File: config.mk
export PLATFORM = sky130hd
export DESIGN_NAME = uart_tx_ser
export DESIGN_NICKNAME = d
export VERILOG_FILES = /design/src/rtl/uart_pkg.sv /design/src/rtl/uart_parity_gen.sv /design/src/rtl/uart_tx_ser.sv
export SDC_FILE = /design/constraint.sdc
export NUM_CORES = 1
export LEC_CHECK = 0
export BUFFER_PORTS_ARGS = -buffer_cell sky130_fd_sc_hd__buf_2
export CELL_PAD_IN_SITES_DETAIL_PLACEMENT = 1
export CELL_PAD_IN_SITES_GLOBAL_PLACEMENT = 2
export CORE_ASPECT_RATIO = 1.75
export CORE_MARGIN = 2
export CORE_UTILIZATION = 41
export CTS_BUF_LIST = sky130_fd_sc_hd__clkbuf_4
export CTS_CLUSTER_DIAMETER = 150
export DETAILED_ROUTE_END_ITERATION = 8
export PLACE_DENSITY_LB_ADDON = 0.1
export RECOVER_POWER = 50
export SYNTH_ARGS = -nofsm -noshare
export SYNTH_HDL_FRONTEND = slang
export SYNTH_SLANG_ARGS = --single-unit
export TNS_END_PERCENT = 1
File: constraint.sdc
create_clock -name bd_clk -period 2.2 [get_ports bd_clk]
set_input_delay 0.11 -clock bd_clk [delete_from_list [all_inputs] [get_ports bd_clk]]
set_output_delay 0.11 -clock bd_clk [all_outputs]
set_load 0.03 [all_outputs]
File: src/rtl/uart_pkg.sv
// rtl/uart_pkg.sv - shared constants, state type and frame-length helper for the UART TX serializer
package uart_pkg;

    localparam int PAR_NONE = 0;
    localparam int PAR_EVEN = 1;
    localparam int PAR_ODD  = 2;

    typedef enum logic [2:0] {
        ST_IDLE,
        ST_START,
        ST_DATA,
        ST_PARITY,
        ST_STOP
    } uart_state_t;

    function automatic int frame_len(input int data_w, input int parity_mode, input int stop_bits);
        return 1 + data_w + ((parity_mode != PAR_NONE) ? 1 : 0) + stop_bits;
    endfunction

endpackage

File: src/rtl/uart_parity_gen.sv
// rtl/uart_parity_gen.sv - combinational parity bit for one data word (0 when parity is disabled)
module uart_parity_gen
    import uart_pkg::*;
#(
    parameter int DATA_W      = 8,
    parameter int PARITY_MODE = PAR_EVEN
) (
    input  logic [DATA_W-1:0] i_data,
    output logic              o_parity
);

    always_comb begin
        o_parity = 1'b0;
        if (PARITY_MODE == PAR_EVEN) begin
            o_parity = ^i_data;
        end else if (PARITY_MODE == PAR_ODD) begin
            o_parity = ~(^i_data);
        end
    end

endmodule

File: src/rtl/uart_tx_ser.sv
// rtl/uart_tx_ser.sv - parametrised UART transmit serializer with one-entry holding register
// Optional line-break input enabled by defining UART_TX_BREAK_EN.
module uart_tx_ser
    import uart_pkg::*;
#(
    parameter int DATA_W      = 8,
    parameter int PARITY_MODE = PAR_NONE,
    parameter int STOP_BITS   = 1,
    parameter int MSB_FIRST   = 0
) (
    input  logic              bd_clk,
    input  logic              rst_n,
    input  logic              tx_valid,
    output logic              tx_ready,
    input  logic [DATA_W-1:0] tx_data,
`ifdef UART_TX_BREAK_EN
    input  logic              tx_break,
`endif
    output logic              tx,
    output logic              busy,
    output logic              frame_done
);

    localparam int              CNT_W     = $clog2(DATA_W + 1);
    localparam logic [CNT_W-1:0] LAST_BIT = CNT_W'(DATA_W - 1);
    localparam logic            STOP_LAST = (STOP_BITS == 2);

    uart_state_t       r_state;
    logic [DATA_W-1:0] r_hold_data;
    logic              r_tx_ready;
    logic [DATA_W-1:0] r_shift;
    logic              r_par;
    logic [CNT_W-1:0]  r_bit_cnt;
    logic              r_stop_cnt;
    logic              r_tx;
    logic              r_busy;
    logic              r_frame_done;

    logic              w_parity;
    logic              w_hold_full;
    logic              w_accept;
    logic              w_break;
    logic              w_load;
    logic              w_out_bit;
    logic [DATA_W-1:0] w_shift_nx;

`ifdef UART_TX_BREAK_EN
    assign w_break = tx_break;
`else
    assign w_break = 1'b0;
`endif

    assign w_hold_full = ~r_tx_ready;
    assign w_accept    = tx_valid && r_tx_ready;

    // A load needs tx already high in IDLE so a released break shows at least one idle bit.
    assign w_load = w_hold_full && !w_break &&
                    (((r_state == ST_IDLE) && r_tx) ||
                     ((r_state == ST_STOP) && (r_stop_cnt == STOP_LAST)));

    assign w_out_bit  = (MSB_FIRST != 0) ? r_shift[DATA_W-1] : r_shift[0];
    assign w_shift_nx = (MSB_FIRST != 0) ? {r_shift[DATA_W-2:0], 1'b0}
                                         : {1'b0, r_shift[DATA_W-1:1]};

    uart_parity_gen #(
        .DATA_W      (DATA_W),
        .PARITY_MODE (PARITY_MODE)
    ) u_parity (
        .i_data   (r_hold_data),
        .o_parity (w_parity)
    );

    always_ff @(posedge bd_clk or negedge rst_n) begin
        if (!rst_n) begin
            r_state      <= ST_IDLE;
            r_hold_data  <= '0;
            r_tx_ready   <= 1'b1;
            r_shift      <= '0;
            r_par        <= 1'b0;
            r_bit_cnt    <= '0;
            r_stop_cnt   <= 1'b0;
            r_tx         <= 1'b1;
            r_busy       <= 1'b0;
            r_frame_done <= 1'b0;
        end else begin
            r_frame_done <= 1'b0;

            if (w_load) begin
                r_tx_ready <= 1'b1;
            end else if (w_accept) begin
                r_hold_data <= tx_data;
                r_tx_ready  <= 1'b0;
            end

            case (r_state)
                ST_IDLE: begin
                    if (w_load) begin
                        r_shift <= r_hold_data;
                        r_par   <= w_parity;
                        r_tx    <= 1'b0;
                        r_busy  <= 1'b1;
                        r_state <= ST_START;
                    end else begin
                        r_tx   <= ~w_break;
                        r_busy <= 1'b0;
                    end
                end
                ST_START: begin
                    r_tx      <= w_out_bit;
                    r_shift   <= w_shift_nx;
                    r_bit_cnt <= '0;
                    r_state   <= ST_DATA;
                end
                ST_DATA: begin
                    if (r_bit_cnt == LAST_BIT) begin
                        if (PARITY_MODE != PAR_NONE) begin
                            r_tx    <= r_par;
                            r_state <= ST_PARITY;
                        end else begin
                            r_tx       <= 1'b1;
                            r_stop_cnt <= 1'b0;
                            r_state    <= ST_STOP;
                        end
                    end else begin
                        r_tx      <= w_out_bit;
                        r_shift   <= w_shift_nx;
                        r_bit_cnt <= r_bit_cnt + 1'b1;
                    end
                end
                ST_PARITY: begin
                    r_tx       <= 1'b1;
                    r_stop_cnt <= 1'b0;
                    r_state    <= ST_STOP;
                end
                ST_STOP: begin
                    if (r_stop_cnt == STOP_LAST) begin
                        r_frame_done <= 1'b1;
                        if (w_load) begin
                            r_shift <= r_hold_data;
                            r_par   <= w_parity;
                            r_tx    <= 1'b0;
                            r_state <= ST_START;
                        end else begin
                            // A pending break drives the line low right after the stop bits.
                            r_tx    <= ~w_break;
                            r_busy  <= 1'b0;
                            r_state <= ST_IDLE;
                        end
                    end else begin
                        r_tx       <= 1'b1;
                        r_stop_cnt <= 1'b1;
                    end
                end
                default: begin
                    r_tx    <= 1'b1;
                    r_busy  <= 1'b0;
                    r_state <= ST_IDLE;
                end
            endcase
        end
    end

    assign tx_ready   = r_tx_ready;
    assign tx         = r_tx;
    assign busy       = r_busy;
    assign frame_done = r_frame_done;

endmodule

* Yosys cells after proc, flatten, opt, wreduce, memory -nomap -nowiden *
Index checks and enable logic that the tools add are counted.

storage, ports and cells
  flip-flop bits (word level) = 28
  latch bits = 0
  bits in writable memories = 0
  memory bits (read-only) = 0
  bits of input ports = 11
  output and inout port bits = 4
  logic and storage cells = 67
  memories kept = 0

cells by class
  add/subtract/negate cells = 1
  multipliers = 0
  divide/modulo/power cells = 0
  order comparisons = 0
  equality and inequality tests = 10
  shift operators = 0
  muxes and demuxes = 26
  bitwise gates (word level) = 4
  reduce and logical (&&, ||, !) cells = 17

operators by type and width
  kind                   count
  $pmux W8 S4            1
  $mux W8                3
  $pmux W3 S5            1
  $mux W1                13
  $ne A2 B2 Y1 const B   5
  $mux W3                3
  $reduce_and A3 Y1      3
  $pmux W4 S2            1
  $eq A3 B2 Y1 const B   2
  $pmux W1 S3            2
  $reduce_and A2 Y1      3
  $add A4 B1 Y4 const B  1
  $eq A4 B3 Y1 const B   1
  $logic_and A1 B1 Y1    4
  $mux W4                1
  $not A1 Y1             4
  $pmux W1 S4            1
  $reduce_bool A2 Y1     2
  $reduce_bool A4 Y1     1
  $eq A3 B1 Y1 const B   1
  $eq A3 B3 Y1 const B   1
  $logic_not A3 Y1       1
  $reduce_bool A3 Y1     1
  $reduce_or A3 Y1       1
  $logic_or A1 B1 Y1     1

* Depth between registers and ports, before layout *
Gate-level depths: netlist of the first run.

  depth in word-level cells = 7
  mapped depth = 6
  mapped depth without buffers = 5

* Worst setup path after synthesis of the first run *
No wires, ideal clock.

  path kind = register -> register
  start = register r_state[1]
  end = register r_shift[0]
  setup time = 125 ps
  arrival = 1574 ps
  data required time = 2075 ps
  slack = 501 ps
  stages on the path, launching flop included = 6
  buffers on the path = 1
  period minus slack after synthesis = 1699 ps
  cells stage by stage = dfrtp_1 -> buf_6 -> nand2b_1 -> a21oi_2 -> mux2_2 -> mux2_2

on the way
  word-level cells in the longest chain between the ends = 7
  elaborated cells between the ends (all ways) = 15
  those cells by class = eq/ne (5); mux (3); reduce/logical (7)

ends and longest elaborated chain
  item                                              line                                                     RTL
  start, declared                                   uart_tx_ser.sv:28                                        uart_state_t r_state;
  start signal, assigned                            uart_tx_ser.sv:75                                        r_state <= ST_IDLE;
  start signal, assigned                            uart_tx_ser.sv:102                                       r_state <= ST_START;
  start signal, assigned                            uart_tx_ser.sv:112                                       r_state <= ST_DATA;
  $eq A3 B3 Y1 or $logic_not A3 Y1 (tied branches)  uart_tx_ser.sv:59, uart_tx_ser.sv:95, uart_tx_ser.sv:58
  $logic_and A1 B1 Y1, on equally long branches     uart_tx_ser.sv:59, uart_tx_ser.sv:58
  $logic_or A1 B1 Y1                                uart_tx_ser.sv:58                                        (((r_state == ST_IDLE) && r_tx) ||
  $logic_and A1 B1 Y1                               uart_tx_ser.sv:57                                        assign w_load = w_hold_full && !w_break &&
  $mux W8 (2 in a row)                              n/a
  $pmux W8 S4                                       uart_tx_ser.sv:95                                        case (r_state)
  end signal, assigned                              uart_tx_ser.sv:98                                        r_shift <= r_hold_data;
  end signal, assigned                              uart_tx_ser.sv:110                                       r_shift <= w_shift_nx;
  end signal, assigned                              uart_tx_ser.sv:126                                       r_shift <= w_shift_nx;
  end, declared                                     uart_tx_ser.sv:31                                        logic [DATA_W-1:0] r_shift;

Parallel ways exist; a longest one is shown, timed or not. The select of a mux whose other input is x is not followed.
A chain may end at the register's enable or synchronous reset.

* Worst setup path in the final report of the first run *
  start = register r_state[1]
  end = register r_shift[3]

Same word-level chain as after synthesis.

==> results.cfg, run 1 <==
[floorplanning]
die_y_um = 76.8
initial_core_util_pct = 42.8
rows = 26
floorplan.die_area_um2 = 3500
io_pins = 15
coreArea_um2 = 2900
die_w_um = 45.6

[placement]
post-place-ws_ns = 0.255
dp_hpwl_mm = 1.72
placed_area_um2 = 1330
portBuffers = 14
gp_congestion = 0.780

[synth]
synth_top_area_cell = dfrtp_1
netlist_area_um2 = 1240
ys_ff_latch = 27
ys_types = 29
synth_seq_area_share_pct = 54.7
synth_nets = 107
avgSynthCellArea_um2 = 13.1
synth.area.top_cells = dfrtp_1 (50%), mux2_2 (20%), dfstp_2 (4.2%)
syn_inst = 95
yosys.area_share.simple_pct = 13.3
synth_compound_area_share_pct = 5.75
synth_top_family_by_area = multiplexers
synth-edff-count = 0
synth_top_flop_cell = dfrtp_1
synthMuxAreaShare_pct = 20.8
synth_common_cells = dfrtp_1 (25), mux2_2 (22), nor2_1 (6)
yosysWarnings = 0
synth-xor-area-share_pct = 1.41
post-synth-top-area-fraction_pct = 50.5
synth.most_common_cell = dfrtp_1
synthArstFlopShare_pct = 100
synth-adder-area-share_pct = 1.01

[cts]
cts_tree = yes
post_cts_buffers = 0
htreeDepth = 1
path_clk_slew_ns = 0.14
numClockSinks = 27
cts_hold_buf = 7
cts_root_buf = clkbuf_4
clk_latency_ns = 0.32
cts_made_buffers = 3
cts_resized = 0
cts_buffer_depth = 2

[timing]
min_period_ns = 1.95
setup_violations = 0
tightest_slew_ns = 1.43
relSlewSlack_pct = 4.51
finalHoldViolations = 0
finalSetupTns_ns = 0
max_freq_ghz = 0.512
rsz0062_at_grt = false
fin_ws_ns = 0.247
finClkSkew_ns = 0.00611
finalMaxSlewViolations = 0
fin_crit_sh_pct = 88.8

[global_route]
grt_overflow = 0
groute.usage.overall_pct = 15.4
grt_pass1_vias = 901
antenna_found_initial = 0
grt_max_degree = 28
grt_first_pass_wirelength_mm = 3.97

[drt]
routedWlPerCell_um = 15.6
ant_nets = 0
dr.first_iter.drc_count = 6
drc_errors = 0
vias_per_cell = 5.50
drt-total-wl_mm = 2.27
firstDrtPassIters = 3
vias = 803

[pwr]
power_frac_clock_pct = 10.1
ir_worst_vdd_uv = 720
p_int_w = 0.00139
netSwitchingPower_w = 0.000813
swShare_pct = 36.9
power_density_nw_per_um2 = 1550
seqPwrFrac_pct = 42.6
comb_power_share_pct = 47.3
p_leak_nw = 0.637

[setup_path]
arrival_ns = 2.17
crit_type = reg2reg
crit_path_start_kind = flip-flop
critPathCaptureType = flip-flop
r2r_slack_ns = 0.25
worstPathMaxFanout = 10
required_ns = 2.42

[final_layout]
fillers = 305
stdcell_area_um2 = 1430
area_delta_synth_final_pct = 15.1
num_antenna_cells = 0
layout-drive-gt1-share_pct = 38.1
finalNetCount = 131

[run]
drv_cap = 0

[hold_path]
hold_path.class = in2reg

[run_status]
status = completed
-- path summary, 6_finish.rpt --
check	startpoint	to	cells past startpoint
setup reg to reg	r_state[1]	r_shift[3]	4
max in group asynchronous	rst_n	r_shift[0]	2
hold / removal	tx_data[5]	r_hold_data[5]	2
hold reg to reg	r_shift[2]	r_shift[2]	1
min in group asynchronous	rst_n	frame_done	2
setup / recovery	r_state[1]	r_shift[3]	4
-- routing by layer --
metal	part of all wire (%)	vias up	wire, µm	track usage (%)
met1	36	410	828	17.3
met2	60	9	1360	27.3
li1	-	380	-	-
met3	2.0	4	45	1.41
met5	0	-	0	0
met4	1.7	0	38	7.06
-- flip-flops by register name, summed over array words and instances, names as in the netlist --
signal and flops:
r_hold_data 8, r_shift 8, r_bit_cnt 4, r_state 3, busy 1, frame_done 1
tx 1, tx_ready 1
-- power by group through the flow --
stage / sequential (W) / combinational [W] / clock [W]
2_1_floorplan: 0.000929 / 0.000841 / 0
4_1_cts: 0.000943 / 0.00108 / 0.000237
5_1_grt: 0.000977 / 0.00117 / 0.000252
3_3_place_gp: 0.000941 / 0.00103 / 0
3_5_place_dp: 0.000957 / 0.00106 / 0
6_report: 0.000940 / 0.00104 / 0.000223
-- critical path, cell delays in order (launching register included) --
cell and delay (ns):
dfrtp_1 0.52, nand2b_1 0.26, a21oi_2 0.40, mux2_2 0.40, mux2_2 0.26
-- final cells by class --
cell class / count / area [µm²] / share of cell area (%)
flip-flops and latches: 27 / 678 / 47.5
multi-input cells: 61 / 524 / 36.7
repair buffers: 23 / 149 / 10.4
well taps: 28 / 35.0 / 2.45
clock buffers: 4 / 30.0 / 2.10
inverters: 3 / 11.3 / 0.789
-- metrics by stage --
stage	hold WS, ns	cells	utilization (%)	power, W
after global routing	0.00472	146	49.3	0.00239
after detailed placement	0.158	135	46.1	0.00202
after global placement	0.150	135	46.1	0.00197
final	0.0167	146	49.3	0.00221
after floorplan	-0.186	95	-	0.00177
after CTS	0.00396	146	49.5	0.00226
-- layout by cell type, fill, tap and decap left out --
cell type	n
and3_1	1
dlygate4sd3_1	7
o211ai_1	1
ha_1	1
o21ai_0	2
and2_0	1
buf_2	12
a21oi_1	2
nor3b_1	1
a211o_1	1
nand2b_1	4
nor3b_4	1
dfrtp_1	25
nor2_1	6
xor2_1	2
clkbuf_1	3
mux2_2	22
nor4_4	1
clkbuf_4	4
nand3b_1	1
dfstp_2	2
o32a_1	1
mux2i_1	1
nand3_1	2
o41ai_1	1
a21oi_2	1
nand2_1	5
inv_1	3
nor3_1	1
a21o_1	1
nor3_4	1
buf_4	1
-- cell families after synthesis --
| logic type | count (synthesis) |
|---|---|
| AO/OA/AOI/OAI | 10 |
| adder cells (fa/ha/maj) | 1 |
| flip-flops | 27 |
| AND/OR/NAND/NOR | 25 |
| buffers and inverters | 7 |
| XOR/XNOR | 2 |
| multiplexers | 23 |
Power figures use the tool's default switching activity.
==> run 2, diff against run 1 <==
--- a/config.mk
+++ b/config.mk
@@ -16,7 +16,9 @@
 export DETAILED_ROUTE_END_ITERATION = 8
 export PLACE_DENSITY_LB_ADDON = 0.1
 export RECOVER_POWER = 50
+export SETUP_SLACK_MARGIN = 0.3
 export SYNTH_ARGS = -nofsm -noshare
 export SYNTH_HDL_FRONTEND = slang
+export SYNTH_HIERARCHICAL = 1
 export SYNTH_SLANG_ARGS = --single-unit
 export TNS_END_PERCENT = 1
==> run 2 against run 1 <==
  * Clock power is essentially flat
  * Combinational power grew 8%
  * Routed wire length up 0.66%
  * Via count unchanged
  * Synthesized cell count is the same
  * Largest cell class unchanged
  * Register-to-register slack better by 0.13 ns
==> results.cfg, run 2 <==
[pwr]
ir_worst_vdd_uv = 740
power_density_nw_per_um2 = 1570
swShare_pct = 36.4
seqPwrFrac_pct = 41.3
p_int_w = 0.00145
power_frac_clock_pct = 9.8
comb_power_share_pct = 49.0
p_leak_nw = 0.647
netSwitchingPower_w = 0.000830

[cts]
cts_tree = yes
cts_buffer_depth = 2
htreeDepth = 1
clk_latency_ns = 0.32
cts_made_buffers = 3
cts_root_buf = clkbuf_4
numClockSinks = 27
path_clk_slew_ns = 0.14

[setup_path]
r2r-end = r_shift[3]
r2r-start = r_state[2]
required_ns = 2.42
arrival_ns = 2.04
worstPathMaxFanout = 8
crit_type = reg2reg
worst-r2r-cell-count = 5
critPathCaptureType = flip-flop
r2r_slack_ns = 0.38
crit_path_start_kind = flip-flop
cp-startpoint = r_state[2]
worstSetupEndpoint = r_shift[3]

[timing]
rsz0062_at_grt = false
tightest_slew_ns = 1.42
relSlewSlack_pct = 5.25
fin_crit_sh_pct = 82.7
finalHoldViolations = 0
finClkSkew_ns = 0.00617
finalMaxSlewViolations = 0
max_freq_ghz = 0.549
setup_violations = 0
min_period_ns = 1.82
holdWs_ns = 0.0178
finalSetupTns_ns = 0

[synth]
netlist_area_um2 = 1240
ys_types = 29
avgSynthCellArea_um2 = 13.1
synthArstFlopShare_pct = 100
post-synth-top-area-fraction_pct = 50.5
ys_ff_latch = 27
synth_nets = 107
synth_seq_area_share_pct = 54.7
syn_inst = 95
synth.most_common_cell = dfrtp_1
synth-edff-count = 0
synth_top_area_cell = dfrtp_1
synth_top_flop_cell = dfrtp_1
synth_common_cells = dfrtp_1 (25), mux2_2 (22), nor2_1 (6)
synth.area.top_cells = dfrtp_1 (50%), mux2_2 (20%), dfstp_2 (4.2%)
yosysWarnings = 6

[drt]
drt-total-wl_mm = 2.29
dr.first_iter.drc_count = 7
vias = 803
routedWlPerCell_um = 15.5
vias_per_cell = 5.43
ant_nets = 0
firstDrtPassIters = 3
drc_errors = 0

[floorplanning]
initial_core_util_pct = 42.8
coreArea_um2 = 2900
die_y_um = 76.8
io_pins = 15
rows = 26
die_w_um = 45.6
floorplan.die_area_um2 = 3500

[placement]
dp.cells = 135
gp_congestion = 0.780
placed_area_um2 = 1330
portBuffers = 14
dp_hpwl_mm = 1.72

[hold_path]
hold_start = tx_data[5]
hold_path.class = in2reg

[final_layout]
reg_top3 = r_hold_data (8), r_shift (8), r_bit_cnt (4)
final_common_cell = dfrtp_1
layout-drive-gt1-share_pct = 41.7
fin_util_pct = 50.3
area_delta_synth_final_pct = 17.4
num_antenna_cells = 0
final_cells = 148
stdcell_area_um2 = 1460
finalNetCount = 133
layout_common_cells = dfrtp_1 (23), mux2_2 (22), buf_2 (12)

[run]
drv_cap = 0

[global_route]
grt_first_pass_wirelength_mm = 4.00
grt_pass1_vias = 899
grt_max_degree = 28
grt_overflow = 0
antenna_found_initial = 0
groute.usage.overall_pct = 15.6

[run_status]
status = completed
-- run 2: kinds of logic (layout without fill, tap and decap cells) --
logic type | after synthesis | count (layout) | synth area share (%)
DFF | 27 | 27 | 54.7
AOI/OAI and AO/OA | 10 | 10 | 5.75
xor gates and xnor gates | 2 | 2 | 1.41
buffers and inverters | 7 | 32 | 3.03
muxes | 23 | 23 | 20.8
and+or+nand+nor | 25 | 25 | 13.3
adders and majority gates | 1 | 1 | 1.01
-- run 2: metal layers --
metal	up-vias	wire (µm)	track usage, %
met2	9	1380	27.9
met1	407	827	17.3
li1	383	-	-
met5	-	0	0
met3	4	45	1.41
met4	0	38	7.06
-- run 2: critical path, cell delays in order, from the launching register on --
cell and delay, ns:
dfrtp_1 0.41, clkbuf_1 0.36, nor2_1 0.20, nor3_4 0.23, buf_4 0.18, mux2_2 0.33
-- run 2: cell type report --
cell class	instances	area [µm²]
fillers	308	1440
flip-flops and latches	27	681
multi-input cells	61	534
repair buffers	25	164
well taps	28	35.0
clock buffers	4	30.0
inverters	3	11.3
-- run 2: timing repair --
item,4_1_cts,5_1_grt
hold buffers,7,0
setup endpoints to repair,7,7
resized for setup,1,5
pin swaps,1,1
hold endpoints to repair,31,0
setup buffers,0,2
-- run 2: power groups by stage --
stage | sequential (W) | clock, W | combinational (W)
6_report | 0.000942 | 0.000223 | 0.00112
5_1_grt | 0.000983 | 0.000252 | 0.00124
4_1_cts | 0.000943 | 0.000237 | 0.00109
3_5_place_dp | 0.000957 | 0 | 0.00106
3_3_place_gp | 0.000941 | 0 | 0.00103
2_1_floorplan | 0.000929 | 0 | 0.000841
-- run 2: how the worst min path moves through the flow --
stage                           endpoint  slack, ns  cells past startpoint
after floorplan                     busy      -0.19                      0
after detailed placement      frame_done       0.16                      1
final                     r_hold_data[5]       0.02                      2
after global routing      r_hold_data[5]      0.005                      2
after global placement        frame_done       0.15                      1
after CTS                 r_hold_data[5]      0.004                      2
-- run 2: stage by stage --
stage	setup WS (ns)	power, W
floorplan	0.501	0.00177
global placement	0.284	0.00197
detailed placement	0.255	0.00202
CTS	0.338	0.00227
global route	0.281	0.00247
finish	0.380	0.00228
==> run 3, diff against run 2 <==
--- a/config.mk
+++ b/config.mk
@@ -10,7 +10,7 @@
 export CELL_PAD_IN_SITES_GLOBAL_PLACEMENT = 2
 export CORE_ASPECT_RATIO = 1.75
 export CORE_MARGIN = 2
-export CORE_UTILIZATION = 41
+export CORE_UTILIZATION = 37
 export CTS_BUF_LIST = sky130_fd_sc_hd__clkbuf_4
 export CTS_CLUSTER_DIAMETER = 150
 export DETAILED_ROUTE_END_ITERATION = 8
==> constraint.sdc (replaced) <==
create_clock -name bd_clk -period 1.6 [get_ports bd_clk]
set_input_delay 0.08 -clock bd_clk [delete_from_list [all_inputs] [get_ports bd_clk]]
set_output_delay 0.08 -clock bd_clk [all_outputs]
set_load 0.03 [all_outputs]
==> run 3 against run 2 <==
  * Largest power group unchanged
  * Clock skew grew 0.0040 ns
  * Highest routed layer unchanged
  * Register-to-register slack lost 0.37 ns
  * Final cell count grew 21%
  * Die area grew 10%
==> results.cfg, run 3 (synthesized netlist as in run 2, its figures left out) <==
[run_status]
status = completed

[drt]
drt-total-wl_mm = 2.57
dr.first_iter.drc_count = 4
ant_nets = 0
vias_per_cell = 4.82
firstDrtPassIters = 2
drc_errors = 0
routedWlPerCell_um = 14.4
vias = 863

[timing]
max_freq_ghz = 0.628
finClkSkew_ns = 0.0102
finalMaxSlewViolations = 0
tightest_slew_ns = 0.668
fin_crit_sh_pct = 99.6
relSlewSlack_pct = 55.5
finalSetupTns_ns = 0
rsz0062_at_grt = true
min_period_ns = 1.59
finalHoldViolations = 0
setup_violations = 0

[setup_path]
worstPathMaxFanout = 7
required_ns = 1.82
crit_type = reg2reg
arrival_ns = 1.81
crit_path_start_kind = flip-flop
critPathCaptureType = flip-flop

[pwr]
power_density_nw_per_um2 = 2190
p_leak_nw = 0.791
ir_worst_vdd_uv = 1100

[global_route]
grt_overflow = 0
antenna_found_initial = 0
grt_pass1_vias = 981
groute.usage.overall_pct = 16.3
grt_first_pass_wirelength_mm = 4.40
grt_max_degree = 28

[floorplanning]
rows = 27
die_y_um = 80.6
coreArea_um2 = 3180
floorplan.die_area_um2 = 3850
initial_core_util_pct = 39.0
die_w_um = 47.8
io_pins = 15

[cts]
cts_buffer_depth = 2
htreeDepth = 1
cts_made_buffers = 3
cts_root_buf = clkbuf_4
numClockSinks = 27
cts_tree = yes
path_clk_slew_ns = 0.15
clk_latency_ns = 0.32

[final_layout]
reg_top3 = r_hold_data (8), r_shift (8), r_bit_cnt (4)
num_antenna_cells = 0
finalNetCount = 149
final_common_cell = dfrtp_1
layout-drive-gt1-share_pct = 55.1
area_delta_synth_final_pct = 40.2
final_cells = 179
layout_common_cells = dfrtp_1 (22), mux2_2 (14), buf_2 (12), buf_4 (12), dlygate4sd3_1 (9)

[placement]
dp_hpwl_mm = 1.81
dp.cells = 164
portBuffers = 14
gp_congestion = 0.742

[run]
drv_cap = 0

[hold_path]
hold_path.class = in2reg
## run 3: cell count changes in the layout (fill, tap and decap cells not counted), moves of 3 or more
| cell | delta |
|---|---|
| buf_12 | +3 |
| buf_4 | +9 |
| buf_6 | +4 |
| clkbuf_1 | -3 |
| mux2_2 | -8 |
| mux2_4 | +8 |
## run 3: repair_timing
action	CTS	global route
cloned	0	0
pin swaps	2	9
resized for setup	11	17
setup endpoints to repair	23	26
hold endpoints to repair	33	0
hold buffers	9	0
setup buffers	2	0
## run 3: layout make-up
class                           instances  area (µm²)
Timing Repair Buffer                   41         350
Inverter                                3        11.3
Tap cell                               43        53.8
Sequential cell                        27         682
Clock buffer                            4        30.0
Fill cell                             343        1440
Multi-Input combinational cell         61         611
## run 3: metal layers
metal | part of all wire (%) | GRT usage [%]
met3 | 1.6 | 2.70
met5 | 0 | 0
met1 | 37 | 17.7
met4 | 1.3 | 5.68
met2 | 60 | 29.5
## run 3: worst paths after layout
path / cells after the start / slack, ns / endpoint / start
min in group asynchronous: 2 / 0.30 / frame_done / rst_n
max in group asynchronous: 2 / 0.82 / r_state[1] / rst_n
setup reg to reg: 5 / 0.007 / r_shift[5] / r_state[2]
hold reg to reg: 2 / 0.51 / r_shift[7] / r_hold_data[7]
setup / recovery: 5 / 0.007 / r_shift[5] / r_state[2]
hold / removal: 3 / 0.05 / tx_ready / tx_valid
## run 3: per-stage QoR
step | power (W) | setup slack [ns] | util (%) | hold WS, ns | cell area, µm²
2_1_floorplan | 0.00247 | -0.0459 | - | -0.216 | 1250
3_3_place_gp | 0.00307 | -0.0103 | 47.2 | 0.123 | 1500
3_5_place_dp | 0.00314 | -0.0336 | 47.2 | 0.128 | 1500
4_1_cts | 0.00371 | 0.00425 | 53.0 | 0.0189 | 1680
5_1_grt | 0.00406 | -0.0342 | 54.7 | 0.0687 | 1740
6_report | 0.00381 | 0.00689 | 54.7 | 0.0452 | 1740
## run 3: report_power, final
part / leakage [nW] / total, W / switching (W) / internal [W]
Sequential: 0.324 / 0.00127 / 0.000227 / 0.00105
Combinational: 0.448 / 0.00222 / 0.000884 / 0.00134
Clock: 0.0184 / 0.000311 / 0.000197 / 0.000115
Total: 0.791 / 0.00381 / 0.00131 / 0.00250
## run 3: critical path, stage by stage (launching register included)
cell and delay (ns):
dfrtp_2 0.49, buf_4 0.18, a21oi_4 0.13, buf_12 0.14
mux2_4 0.30, mux2_2 0.26
